**config.mk**
```make
export PLATFORM = sky130hd
export DESIGN_NAME = ram_arbiter
export DESIGN_NICKNAME = d
export VERILOG_FILES = /design/src/rtl/ram_arbiter_pkg.sv /design/src/rtl/ram_arbiter.sv
export SDC_FILE = /design/constraint.sdc
export NUM_CORES = 1
export LEC_CHECK = 0
export ABC_AREA = 1
export CAP_MARGIN = 15
export CELL_PAD_IN_SITES_DETAIL_PLACEMENT = 0
export CELL_PAD_IN_SITES_GLOBAL_PLACEMENT = 1
export CORE_MARGIN = 1.5
export CORE_UTILIZATION = 27
export DETAILED_ROUTE_END_ITERATION = 12
export PLACE_DENSITY = 0.85
export SETUP_SLACK_MARGIN = 0.05
export SYNTH_ARGS = -nofsm -noshare
export SYNTH_HDL_FRONTEND = slang
export SYNTH_SLANG_ARGS = --single-unit
export TNS_END_PERCENT = 50
```
**constraint.sdc**
```tcl
create_clock -name clk -period 1.3 [get_ports clk]
set_input_delay 0.13 -clock clk [delete_from_list [all_inputs] [get_ports clk]]
set_output_delay 0.13 -clock clk [all_outputs]
set_load 0.01 [all_outputs]
```
**src/rtl/ram_arbiter_pkg.sv**
```systemverilog
// Shared encodings and bus widths for the single-port SRAM arbiter.
package ram_arbiter_pkg;

  localparam int RAM_ADDR_BUS = 18;
  localparam int RAM_DATA_BUS = 16;

  localparam logic PAUSE_ENABLE  = 1'b1;
  localparam logic PAUSE_DISABLE = 1'b0;

  typedef enum logic [2:0] {
    IDLE      = 3'd0,
    RD        = 3'd1,
    WR_SETUP  = 3'd2,
    WR_STROBE = 3'd3,
    WR_HOLD   = 3'd4
  } state_t;

endpackage

```
**src/rtl/ram_arbiter.sv**
```systemverilog
// SRAM arbiter: serves an instruction fetch every free cycle and sequences
// multi-cycle data loads/stores, stalling the fetch stage while they run.
module ram_arbiter
  import ram_arbiter_pkg::*;
#(
  parameter int ADDR_W   = RAM_ADDR_BUS,
  parameter int DATA_W   = RAM_DATA_BUS,
  parameter int RD_WAIT  = 1,
  parameter int WR_PULSE = 1
) (
  input  logic              clk,
  input  logic              rst,
  input  logic [ADDR_W-1:0] if_addr,
  output logic [DATA_W-1:0] if_inst,
  input  logic              mem_rd,
  input  logic              mem_wr,
  input  logic [ADDR_W-1:0] mem_addr,
  input  logic [DATA_W-1:0] mem_wdata,
  output logic [DATA_W-1:0] mem_rdata,
  output logic              mem_done,
  output logic              ram_pause,
  output logic [ADDR_W-1:0] ram_addr,
  output logic [DATA_W-1:0] ram_dout,
  input  logic [DATA_W-1:0] ram_din,
  output logic              ram_dq_oe,
  output logic              ram_ce_n,
  output logic              ram_oe_n,
  output logic              ram_we_n
);

  localparam logic [3:0] RD_LAST = 4'(RD_WAIT - 1);
  localparam logic [3:0] WR_LAST = 4'(WR_PULSE - 1);

  state_t              state, state_n;
  logic [3:0]          cnt;
  logic [ADDR_W-1:0]   req_addr;
  logic [DATA_W-1:0]   req_wdata;
  logic [DATA_W-1:0]   inst_q;
  logic                we_n_q, oe_n_q, dq_oe_q;
  logic                strobe, in_idle, rd_last, wr_next;

  assign strobe  = mem_rd | mem_wr;
  assign in_idle = (state == IDLE);
  assign rd_last = (state == RD) && (cnt == RD_LAST);

  // NOTE: every output of a combinational block gets a default first, so no path leaves it unassigned and no latch is inferred.
  always_comb begin
    state_n = state;
    unique case (state)
      IDLE:      if (mem_wr) state_n = WR_SETUP;
                 else if (mem_rd) state_n = RD;
      RD:        if (cnt == RD_LAST) state_n = IDLE;
      WR_SETUP:  state_n = WR_STROBE;
      WR_STROBE: if (cnt == WR_LAST) state_n = WR_HOLD;
      WR_HOLD:   state_n = IDLE;
      default:   state_n = IDLE;
    endcase
  end

  assign wr_next = (state_n == WR_SETUP) || (state_n == WR_STROBE) || (state_n == WR_HOLD);

  // NOTE: registers update with <= so every flop samples pre-edge values regardless of statement order.
  always_ff @(posedge clk or negedge rst) begin
    if (!rst) begin
      state     <= IDLE;
      cnt       <= '0;
      req_addr  <= '0;
      req_wdata <= '0;
      inst_q    <= '0;
      mem_rdata <= '0;
      we_n_q    <= 1'b1;
      oe_n_q    <= 1'b0;
      dq_oe_q   <= 1'b0;
    end else begin
      state <= state_n;
      cnt   <= ((state_n == state) && (state == RD || state == WR_STROBE)) ? cnt + 4'd1 : 4'd0;
      if (in_idle && strobe) begin
        req_addr <= mem_addr;
        if (mem_wr) req_wdata <= mem_wdata;
      end
      if (in_idle && !strobe) inst_q <= ram_din;
      if (rd_last) mem_rdata <= ram_din;
      // Strobes come from the next state so they switch on the same edge as the address/bus.
      we_n_q  <= (state_n != WR_STROBE);
      oe_n_q  <= wr_next;
      dq_oe_q <= wr_next;
    end
  end

  assign ram_pause = (!in_idle || strobe) ? PAUSE_ENABLE : PAUSE_DISABLE;
  assign if_inst   = (in_idle && !strobe) ? ram_din : inst_q;
  assign ram_addr  = in_idle ? if_addr : req_addr;
  assign ram_dout  = dq_oe_q ? req_wdata : '0;
  assign mem_done  = rd_last || (state == WR_HOLD);
  assign ram_dq_oe = dq_oe_q;
  assign ram_ce_n  = 1'b0;
  assign ram_oe_n  = oe_n_q;
  assign ram_we_n  = we_n_q;

endmodule

```
# [Word level (Yosys, flattened, before mapping)]
# Index checks and enable logic that the tools add are counted.
[totals] ff_bits=75 input_bits=72 output_inout_bits=72 word_cells=43
[classes] n_addsub=1 n_eq_ne=9 n_mux=10 n_bitwise=1 n_reduce_logical=14
[ops] operator="$mux W16" n=2
[ops] operator="$mux W18" n=1
[ops] operator="$eq A3 B2 Y1 const B" n=4
[ops] operator="$mux W3" n=4
[ops] operator="$pmux W3 S4" n=1
[ops] operator="$eq A3 B3 Y1 const B" n=2
[ops] operator="$logic_or A1 B1 Y1" n=5
[ops] operator="$add A4 B1 Y4 const B" n=1
[ops] operator="$logic_and A1 B1 Y1" n=4
[ops] operator="$logic_not A4 Y1" n=1
[ops] operator="$mux W4" n=1
[ops] operator="$eq A3 B1 Y1 const B" n=1
[ops] operator="$eq A3 B3 Y1" n=1
[ops] operator="$logic_not A3 Y1" n=1
[ops] operator="$ne A3 B2 Y1 const B" n=1
[ops] operator="$logic_not A1 Y1" n=2
[ops] operator="$reduce_and A2 Y1" n=1
[ops] operator="$mux W1" n=1
[ops] operator="$or A1 B1 Y1" n=1

# [Longest topological paths before layout]
# Gate-level depths: netlist of run 1.
[logic_depth] depth_word=6 mapped_depth=8 ltp_nobuf=7

# [Least setup slack after synthesis of run 1]
# OpenSTA, ideal clock, no wires.
[synth_timing] path_kind="flip-flop to flip-flop" from="reg state[0]" to="reg inst_q[11]" setup_ns=0.148 arrival_ns=1.265 required_ns=1.152 setup_slack_ns=-0.113 stages_incl_launch_ff=7 path_buffers=1 period_less_slack_ns=1.413 cell_sequence="dfrtp_1 inv_2 nand2_2 nor2_4 nand2_1 buf_2 o21ai_0"
[synth_via] elab_chain_cells=3
[synth_rtl] element="start: declaration" line="ram_arbiter.sv:34" rtl="state_t state, state_n;"
[synth_rtl] element="start signal: assignment" line="ram_arbiter.sv:75" rtl="state <= state_n;"
[synth_rtl] element="$logic_not A3 Y1" line="ram_arbiter.sv:43" rtl="assign in_idle = (state == IDLE);"
[synth_rtl] element="$logic_and A1 B1 Y1"
[synth_rtl] element="$mux W16"
[synth_rtl] element="net if_inst[11]" line="ram_arbiter.sv:14" rtl="output logic [DATA_W-1:0] if_inst,"
[synth_rtl] element="end signal: assignment" line="ram_arbiter.sv:81" rtl="if (in_idle && !strobe) inst_q <= ram_din;"
[synth_rtl] element="end: declaration" line="ram_arbiter.sv:38" rtl="logic [DATA_W-1:0] inst_q;"
# The timed path passes the listed nets, and every way through them passes these cells.
# A chain may end at the register's enable or synchronous reset.

# [Worst setup path after layout of run 1]
[layout_timing] from="reg state[0]" to="out if_inst[15]"
[layout_via] elab_chain_cells=3
[layout_rtl] element="$logic_not A3 Y1" line="ram_arbiter.sv:43"
[layout_rtl] element="$logic_and A1 B1 Y1" line="ram_arbiter.sv:91" rtl="assign if_inst = (in_idle && !strobe) ? ram_din : inst_q;"
[layout_rtl] element="$mux W16"
[layout_rtl] element="end: declaration" line="ram_arbiter.sv:14"
# Every way passes these cells.

==> impl_metrics.csv, run 1 <==
group,metric,value,unit
run_status,run_status,"complete, but fails checks",
run_status,violations,"negative setup slack",
placement,dp_slack,-0.5857,ns
synth,synthArstFlopShare,100.0,%
setup_path,cp_cell_sequence,"inv_2 -> nand2_4 -> nor2_4 -> buf_6 -> nand2_8 -> buf_16 -> o21ai_4 -> buf_2",
synth,syn_area_per_cell,8.130,sq um
die,pin_count,144,
finish,antenna_cells,0,
setup_path,crit_required,1.17,ns
route,drc,0,
setup_path,r2r-end,"req_addr[13]$_DFFE_PN0P_",
route,drtIter0Drc,119,
die,design.die.area,12960,sq um
sta,skew,0.005943,ns
placement,hpwl,6312,microns
finish,multi_input_area,1782,sq um
global_route,antenna_found_initial,0,
setup_path,crit_path_start,"state[0]$_DFF_PN0_",
setup_path,worstSetupPathType,"reg -> out",
power,p_per_area,2618,nW/um^2
sta,finalCriticalPeriod,1.804,ns
finish,seq_area,1878,sq um
route,via_per_inst,4.454,
setup_path,start_kind,"flop",
global_route,first_global_vias,3400,
setup_path,r2r_slack,-0.44,ns
global_route,grt_overflow_total,0,
die,start_util,27.61,%
finish,utilization,55.63,%
min_path,hold_path_class,"in -> async",
die,num_rows,40,
synth,synth_top_area_share,55.83,%
synth,synth_nets,482,
clock_tree,clk_latency,0.32,ns
route,ant_nets,0,
synth,netlist_instances,408,
synth,ys_ff_latch,75,
sta,post-route-worst-setup-slack,-0.5040,ns
synth,yosys.area.top_type,"dfrtp_1",
route,wl,11360,microns
sta,drv_slew,0,
finish,fill_cells,1023,
clock_tree,tritoncts,"built",
synth,syn_area,3317,sq um
finish,nNetsFinal,691,
route,avgRoutedWirePerCell,14.79,microns
synth,synthTopCellsByArea,"dfrtp_1 (56%), nand2_1 (18%), inv_1 (6.5%)",
placement,gp_congestion,0.7669,
clock_tree,clk_pin_slew,0.06,ns
synth,synth_edf_count,0,
setup_path,cp_top_family,"buffers and inverters",
synth,yosysWarnings,0,
sta,hold_viol,0,
setup_path,reg2reg_depth,12,
sta,setup_viol,107,
die,core,12010,sq um
clock_tree,clockBufferDepth,2,
global_route,grt_pass1_wl,17020,microns
setup_path,crit_path_top_delay_cell,"dfrtp_1",
clock_tree,root_buffer,"clkbuf_16",
global_route,grt_max_degree,45,
synth,ys_types,24,
synth,netlist_top_cells_count,"nand2_1 (162), dfrtp_1 (74), inv_1 (57)",
setup_path,cpPeakStageDelay,0.39,ns
setup_path,cp.buffers_inverters,4,
setup_path,cp_max_fo,8,
route,vias,3421,
die,die_h,113.8,microns
sta,period_share,138.8,%
clock_tree,cts_buffers,9,
finish,drive_gt1_share,46.54,%
global_route,grtUsageTotal,16.90,%
setup_path,worstPathArrival,1.67,ns
synth,yosysMostFrequentCell,"nand2_1",
finish,syn2layout_area_growth,101.4,%
sta,setup_tns,-32.34,ns
job,drv_cap,0,
power,leakagePower,3.412,nW
setup_path,cp-end-kind,"output pin",
sta,rsz0062_at_grt,"true",
route,first_pass_iters,4,
setup_path,timing.rr.start,"state[0]$_DFF_PN0_",
placement,io_buffers,142,
synth,yosysSeqAreaShare,56.62,%
sta,fmax,0.5543,GHz
clock_tree,htreeDepth,3,
power,ir_drop,909.0,uV
synth,ys.flop_type,"dfrtp_1",
clock_tree,clkSinkCount,75,
die,die_w,113.8,microns
## metal layers
metal,track usage [%],vias to the layer above,wire [microns]
met5,0,-,0
met4,6.583,0,274
met3,2.922,24,418
met2,28.88,94,5905
met1,21.33,1638,4759
li1,-,1665,-
## cells by family after synthesis
group           after synthesis  synth area share [%]
simple gates                196                 23.65
buf+inv                      80                 10.37
flops                        75                 56.62
compound gates               52                 7.959
xor+xnor                      2                0.5282
fa+ha+maj                     2                0.7543
other cells                   1                0.1131
## flip-flops by register name, indices dropped and copies added (netlist names)
signal,cells
inst_q,16
ram_dq_oe,1
ram_we_n,1
mem_rdata,16
req_addr,18
req_wdata,16
cnt,4
state,3
## where the power goes
group	switching [mW]	internal, mW
Clock	0.933	1.32
Sequential	0.813	3.43
Combinational	5.25	5.73
Total	7.00	10.5
## cell usage in the layout (no fill, tap or decap), types with 9 or more instances in the layout
cell type / Yosys / routed
nand2_1: 162 / 75
dfrtp_1: 74 / 74
clkdlybuf4s50_1: 0 / 70
nand2_2: 1 / 61
inv_1: 57 / 49
buf_6: 1 / 39
buf_4: 5 / 30
buf_2: 12 / 30
nand2_4: 1 / 26
dlygate4sd2_1: 0 / 16
o21ai_4: 0 / 15
o21ai_2: 1 / 15
nand3_2: 1 / 12
buf_16: 0 / 12
o21ai_1: 11 / 11
o21ai_0: 40 / 11
clkbuf_16: 0 / 11
nor2_1: 10 / 10
buf_12: 0 / 10
inv_2: 1 / 9
## layout make-up
| cell class | instances | area share (%) |
|---|---|---|
| sequential | 75 | 28.11 |
| multi-input combinational | 255 | 26.67 |
| clock buffer | 10 | 3.577 |
| inverter | 59 | 3.558 |
| clock inverter | 5 | 0.4494 |
| timing repair buffer | 214 | 34.38 |
| tap | 147 | 2.753 |
| timing repair inverter | 3 | 0.5056 |
## worst reg2reg max path, delay by kind of cell (launching register included)
| kind | cells | cell delay (ns) |
|---|---|---|
| buffers and inverters | 7 | 0.86 |
| DFF | 1 | 0.39 |
| and+or+nand+nor | 3 | 0.21 |
| AOI/OAI and AO/OA | 2 | 0.17 |
## how the worst max path moves through the flow
stage	cells after the start	endpoint	slack (ns)
finish	8	if_inst[15]	-0.50
global route	8	if_inst[6]	-0.58
global placement	6	if_inst[4]	-0.55
CTS	8	if_inst[6]	-0.51
floorplan	6	if_inst[0]	0.006
detailed placement	7	if_inst[1]	-0.59
## metrics by stage
step | cell area (sq um) | hold WS, ns | cells | power [mW]
2_1_floorplan | 3351 | -0.1656 | 408 | 7.257
3_3_place_gp | 5144 | 0.1109 | 709 | 10.67
3_5_place_dp | 5144 | 0.1159 | 709 | 10.85
4_1_cts | 6072 | 0.3142 | 761 | 15.54
5_1_grt | 6681 | 0.3321 | 768 | 18.55
6_report | 6681 | 0.3058 | 768 | 17.49
## repair_timing
item / CTS / global route
cloned: 17 / 4
gates resized for setup: 366 / 130
setup buffers: 21 / 4
pin swaps: 15 / 26
endpoints found under the setup margin: 129 / 128
endpoints found under the hold margin: 74 / 0
hold buffers: 1 / 0
Note: power is estimated with default switching activity, not from simulation.
==> run 2, diff against run 1 <==
--- a/config.mk
+++ b/config.mk
@@ -17,4 +17,3 @@
 export SYNTH_ARGS = -nofsm -noshare
 export SYNTH_HDL_FRONTEND = slang
 export SYNTH_SLANG_ARGS = --single-unit
-export TNS_END_PERCENT = 50
==> impl_metrics.csv, run 2 (same netlist as run 1, synthesis figures left out) <==
group,metric,value,unit
run_status,run_status,"complete, but fails checks",
run_status,violations,"negative setup slack",
route,drtIter0Drc,113,
sta,skew,0.006484,ns
route,first_pass_iters,4,
sta,post-route-worst-setup-slack,-0.5098,ns
sta,setup_viol,115,
sta,period_share,139.2,%
finish,regMostFlops,"req_addr",
setup_path,cpPeakStageDelay,0.39,ns
finish,final_cell_mix,"dfrtp_1 (74), clkdlybuf4s50_1 (70), nand2_1 (65)",
placement,gp_congestion,0.7371,
sta,hold_viol,0,
setup_path,crit_required,1.17,ns
global_route,grt_overflow_total,0,
clock_tree,clk_latency,0.33,ns
finish,antenna_cells,0,
route,via_per_inst,4.515,
global_route,antenna_found_initial,0,
route,vias,3481,
finish,seq_area,1878,sq um
clock_tree,cts_buffers,9,
die,start_util,27.61,%
finish,nNetsFinal,693,
setup_path,crit_top_cell,"nand2_4",
clock_tree,tritoncts,"built",
setup_path,worstSetupPathType,"reg -> out",
finish,multi_input_area,1838,sq um
sta,rsz0062_at_grt,"true",
finish,syn2layout_area_growth,102.0,%
clock_tree,clk_pin_slew,0.06,ns
setup_path,cp-end-kind,"output pin",
setup_path,cp_max_fo,8,
route,wl,12080,microns
min_path,hold_path_class,"in -> async",
finish,final_common_cell,"dfrtp_1",
clock_tree,clkSinkCount,75,
route,drc,0,
route,avgRoutedWirePerCell,15.67,microns
setup_path,worstPathArrival,1.68,ns
global_route,grt_pass1_wl,17190,microns
global_route,first_global_vias,3415,
power,leakagePower,3.483,nW
die,pin_count,144,
clock_tree,htreeDepth,3,
setup_path,cp_cell_sequence,"inv_2 -> nand2_4 -> nor2_4 -> nand2_4 -> buf_6 -> buf_16 -> o21ai_4 -> buf_2",
power,p_per_area,2650,nW/um^2
finish,fill_cells,1063,
global_route,grt_max_degree,76,
die,num_rows,40,
finish,largest_reg_flops,18,
setup_path,crit_path_top_delay_cell,"dfrtp_1",
global_route,grtUsageTotal,16.99,%
sta,holdWs,0.3396,ns
sta,drv_slew,0,
die,die_w,113.8,microns
setup_path,start_kind,"flop",
clock_tree,root_buffer,"clkbuf_16",
die,design.die.area,12960,sq um
sta,finalCriticalPeriod,1.810,ns
die,core,12010,sq um
sta,fmax,0.5525,GHz
route,ant_nets,0,
placement,io_buffers,142,
die,die_h,113.8,microns
placement,hpwl,6352,microns
finish,drive_gt1_share,47.28,%
clock_tree,clockBufferDepth,2,
job,drv_cap,0,
power,ir_drop,1070,uV
power,power,17.76,mW
## run 2: final cells by class
cell class | count | area share [%]
repair inverters | 3 | 0.5041
repair buffers | 215 | 33.44
well taps | 147 | 2.745
multi-input cells | 256 | 27.43
inverters | 59 | 3.547
flip-flops and latches | 75 | 28.02
clock buffers | 14 | 3.790
clock inverters | 2 | 0.5228
## run 2: worst paths after layout
check	from	endpoint	slack (ns)	cells after the start
worst max-delay path	state[0]$_DFF_PN0_	if_inst[12]	-0.51	8
worst min-delay path	rst	req_wdata[6]$_DFFE_PN0P_	0.34	3
worst max register to register	state[0]$_DFF_PN0_	req_addr[6]$_DFFE_PN0P_	-0.48	11
worst min register to register	inst_q[6]$_DFF_PN0_	inst_q[6]$_DFF_PN0_	0.47	2
max in group asynchronous	rst	req_addr[12]$_DFFE_PN0P_	0.58	3
min in group clk	mem_addr[10]	req_addr[10]$_DFFE_PN0P_	0.34	3
## run 2: layer usage
layer,up-vias,wire length (microns),track usage (%)
li1,1665,-,-
met1,1714,4976,21.32
met2,86,6412,29.16
met3,16,477,3.666
met4,0,216,5.583
met5,-,0,0
## run 2: repair_timing
item / CTS / global route
pin swaps: 2 / 34
buffers inserted: 20 / 12
hold endpoints to repair: 74 / 0
endpoints found under the setup margin: 128 / 126
gates cloned: 13 / 10
resized for setup: 341 / 184
hold buffers: 1 / 0
## run 2: worst max-delay path: cells and delay by family, from the launching register on
kind | cells | cell delay [ns]
buffers and inverters | 4 | 0.54
AO/OA/AOI/OAI | 1 | 0.13
flip-flops | 1 | 0.39
AND/OR/NAND/NOR | 3 | 0.28
## run 2: metrics by stage
step | std cells | instance area [sq um] | utilization [%] | setup TNS, ns | setup WS [ns]
2_1_floorplan | 408 | 3353 | - | 0 | 0.005778
3_3_place_gp | 707 | 5129 | 42.70 | -25.56 | -0.5622
3_5_place_dp | 707 | 5129 | 42.70 | -27.63 | -0.5898
4_1_cts | 757 | 5918 | 49.27 | -34.77 | -0.5160
5_1_grt | 771 | 6701 | 55.79 | -41.67 | -0.5696
6_report | 771 | 6701 | 55.79 | -33.38 | -0.5098
## run 2: where the power goes
group	switching (mW)	leakage (nW)	internal [mW]	total (mW)
Clock	0.924	0.141	1.54	2.46
Combinational	5.36	2.41	5.55	10.9
Sequential	0.955	0.935	3.43	4.39
Total	7.24	3.48	10.5	17.8
==> run 3, diff against run 2 <==
--- a/config.mk
+++ b/config.mk
@@ -12,6 +12,7 @@
 export CORE_MARGIN = 1.5
 export CORE_UTILIZATION = 27
 export DETAILED_ROUTE_END_ITERATION = 12
+export GPL_TIMING_DRIVEN = 0
 export PLACE_DENSITY = 0.85
 export SETUP_SLACK_MARGIN = 0.05
 export SYNTH_ARGS = -nofsm -noshare
==> impl_metrics.csv, run 3 (same netlist as run 1, synthesis figures left out) <==
group,metric,value,unit
run_status,run_status,"complete, but fails checks",
run_status,violations,"negative setup slack",
sta,post-route-worst-setup-slack,-0.4173,ns
power,switching_share,38.31,%
min_path,hold_path_class,"in -> async",
finish,fill_cells,1137,
power,comb_power_share,57.8,%
finish,antenna_cells,0,
job,drv_cap,0,
clock_tree,root_buffer,"clkbuf_16",
placement,gp_congestion,0.7535,
power,p_per_area,2561,nW/um^2
sta,finalCriticalPeriod,1.717,ns
clock_tree,clk_latency,0.32,ns
sta,setup_viol,103,
sta,holdWs,0.2064,ns
die,die_w,113.8,microns
finish,final_common_cell,"nand2_1",
global_route,met3_usage,3.454,%
global_route,grt_max_degree,62,
power,leakagePower,3.221,nW
clock_tree,clk_pin_slew,0.06,ns
finish,regMostFlops,"req_addr",
finish,syn2layout_area_growth,81.40,%
die,design.die.area,12960,sq um
setup_path,cp_max_fo,5,
route,drc,0,
placement,hpwl,6800,microns
global_route,grt_pass1_wl,15960,microns
finish,utilization,50.09,%
setup_path,crit_required,1.17,ns
clock_tree,tritoncts,"built",
clock_tree,cts_buffers,9,
route,wl,10120,microns
power,power,15.41,mW
setup_path,crit_top_cell,"buf_8",
clock_tree,clockBufferDepth,2,
sta,hold_viol,0,
route,ant_nets,0,
setup_path,worstPathArrival,1.59,ns
sta,period_share,132.1,%
route,drtIter0Drc,115,
clock_tree,clkSinkCount,75,
route,vias,3346,
global_route,grt.busiest_layer,"met2",
global_route,grt_overflow_total,0,
clock_tree,htreeDepth,3,
sta,skew,0.006049,ns
sta,rsz0062_at_grt,"true",
die,start_util,27.61,%
setup_path,worstSetupPathType,"reg -> out",
global_route,first_global_vias,3297,
finish,drive_gt1_share,36.11,%
power,seq_power_share,26.4,%
setup_path,start_kind,"flop",
global_route,antenna_found_initial,0,
route,via_per_inst,4.408,
power,ir_drop,738.5,uV
global_route,grtUsageTotal,15.48,%
route,avgRoutedWirePerCell,13.34,microns
global_route,use_met2,26.75,%
die,pin_count,144,
sta,drv_slew,0,
die,num_rows,40,
sta,fmax,0.5823,GHz
power,internal_power,9.505,mW
power,p_sw,5.902,mW
finish,largest_reg_flops,18,
global_route,met1_usage,19.07,%
setup_path,cp-end-kind,"output pin",
setup_path,crit_path_top_delay_cell,"dfrtp_1",
die,core,12010,sq um
finish,nNetsFinal,682,
placement,io_buffers,142,
setup_path,cpPeakStageDelay,0.38,ns
setup_path,cp_cell_sequence,"inv_2 -> nand2_4 -> nor2_4 -> buf_8 -> buf_12 -> buf_8 -> nand2_2 -> nand2_1 -> buf_2",
finish,final_cell_mix,"nand2_1 (125), dfrtp_1 (74), clkdlybuf4s50_1 (70)",
die,die_h,113.8,microns
power,clkPwrFrac,15.8,%
route,first_pass_iters,4,
run 3: changes by cell type in the layout (fill, tap and decap cells not counted), moves of 7 or more:
cell     change
buf_12       -7
buf_2       +10
buf_4       -12
nand2_1     +60
nand2_2     -26
nand2_4     -34
run 3: path summary, 6_finish.rpt:
path                                startpoint                         to  slack [ns]  depth (start not counted)
max reg2reg                 state[1]$_DFF_PN0_   req_wdata[8]$_DFFE_PN0P_       -0.37                         12
min reg2reg                inst_q[7]$_DFF_PN0_        inst_q[7]$_DFF_PN0_        0.47                          2
max                         state[1]$_DFF_PN0_                ram_addr[4]       -0.42                          9
min in group clk                   mem_addr[1]    req_addr[1]$_DFFE_PN0P_        0.35                          3
min                                        rst  req_wdata[11]$_DFFE_PN0P_        0.21                          2
max in group asynchronous                  rst    req_addr[8]$_DFFE_PN0P_        0.51                          3
run 3: per-stage QoR:
step                worst slack, ns  instances  setup TNS [ns]  cell area [sq um]
floorplan                  0.005778        408               0               3353
global placement             -2.480        697         -232.05               4959
detailed placement          -0.8341        698          -47.24               4984
CTS                         -0.4460        751          -24.54               5682
global route                -0.5095        759          -33.54               6017
finish                      -0.4173        759          -24.24               6017
run 3: final cells by class:
type	instances	area (sq um)	share of cell area, %
buffer	21	261.5	4.346
sequential	75	1878	31.21
tap	147	183.9	3.057
inverter	59	229.0	3.805
multi-input combinational	253	1406	23.37
timing repair buffer	189	1765	29.34
clock buffer	10	239.0	3.972
clock inverter	5	53.80	0.8942
run 3: what timing repair did:
item / CTS / global route
hold endpoints to repair: 75 / 0
pin swaps: 17 / 11
gates resized for setup: 350 / 76
buffers inserted: 31 / 8
hold buffers: 1 / 0
setup endpoints to repair: 139 / 126
cloned: 6 / 1
run 3: critical path, delay by kind of cell (launching register included):
kind	cells	cell delay, ns
buf+inv	5	0.57
flops	1	0.38
simple gates	4	0.31
run 3: layer usage:
layer	wire length [microns]	vias to the layer above
li1	-	1640
met1	4285	1607
met2	5277	91
met3	446	8
met4	113	0
met5	0	-
run 3: power groups by stage:
stage / logic, mW / clock network [mW] / registers, mW
floorplan: 3.26 / 0 / 4.01
global placement: 6.67 / 0 / 3.96
detailed placement: 6.76 / 0 / 4.00
CTS: 7.95 / 2.51 / 3.98
global route: 9.72 / 2.60 / 4.18
finish: 8.91 / 2.43 / 4.07
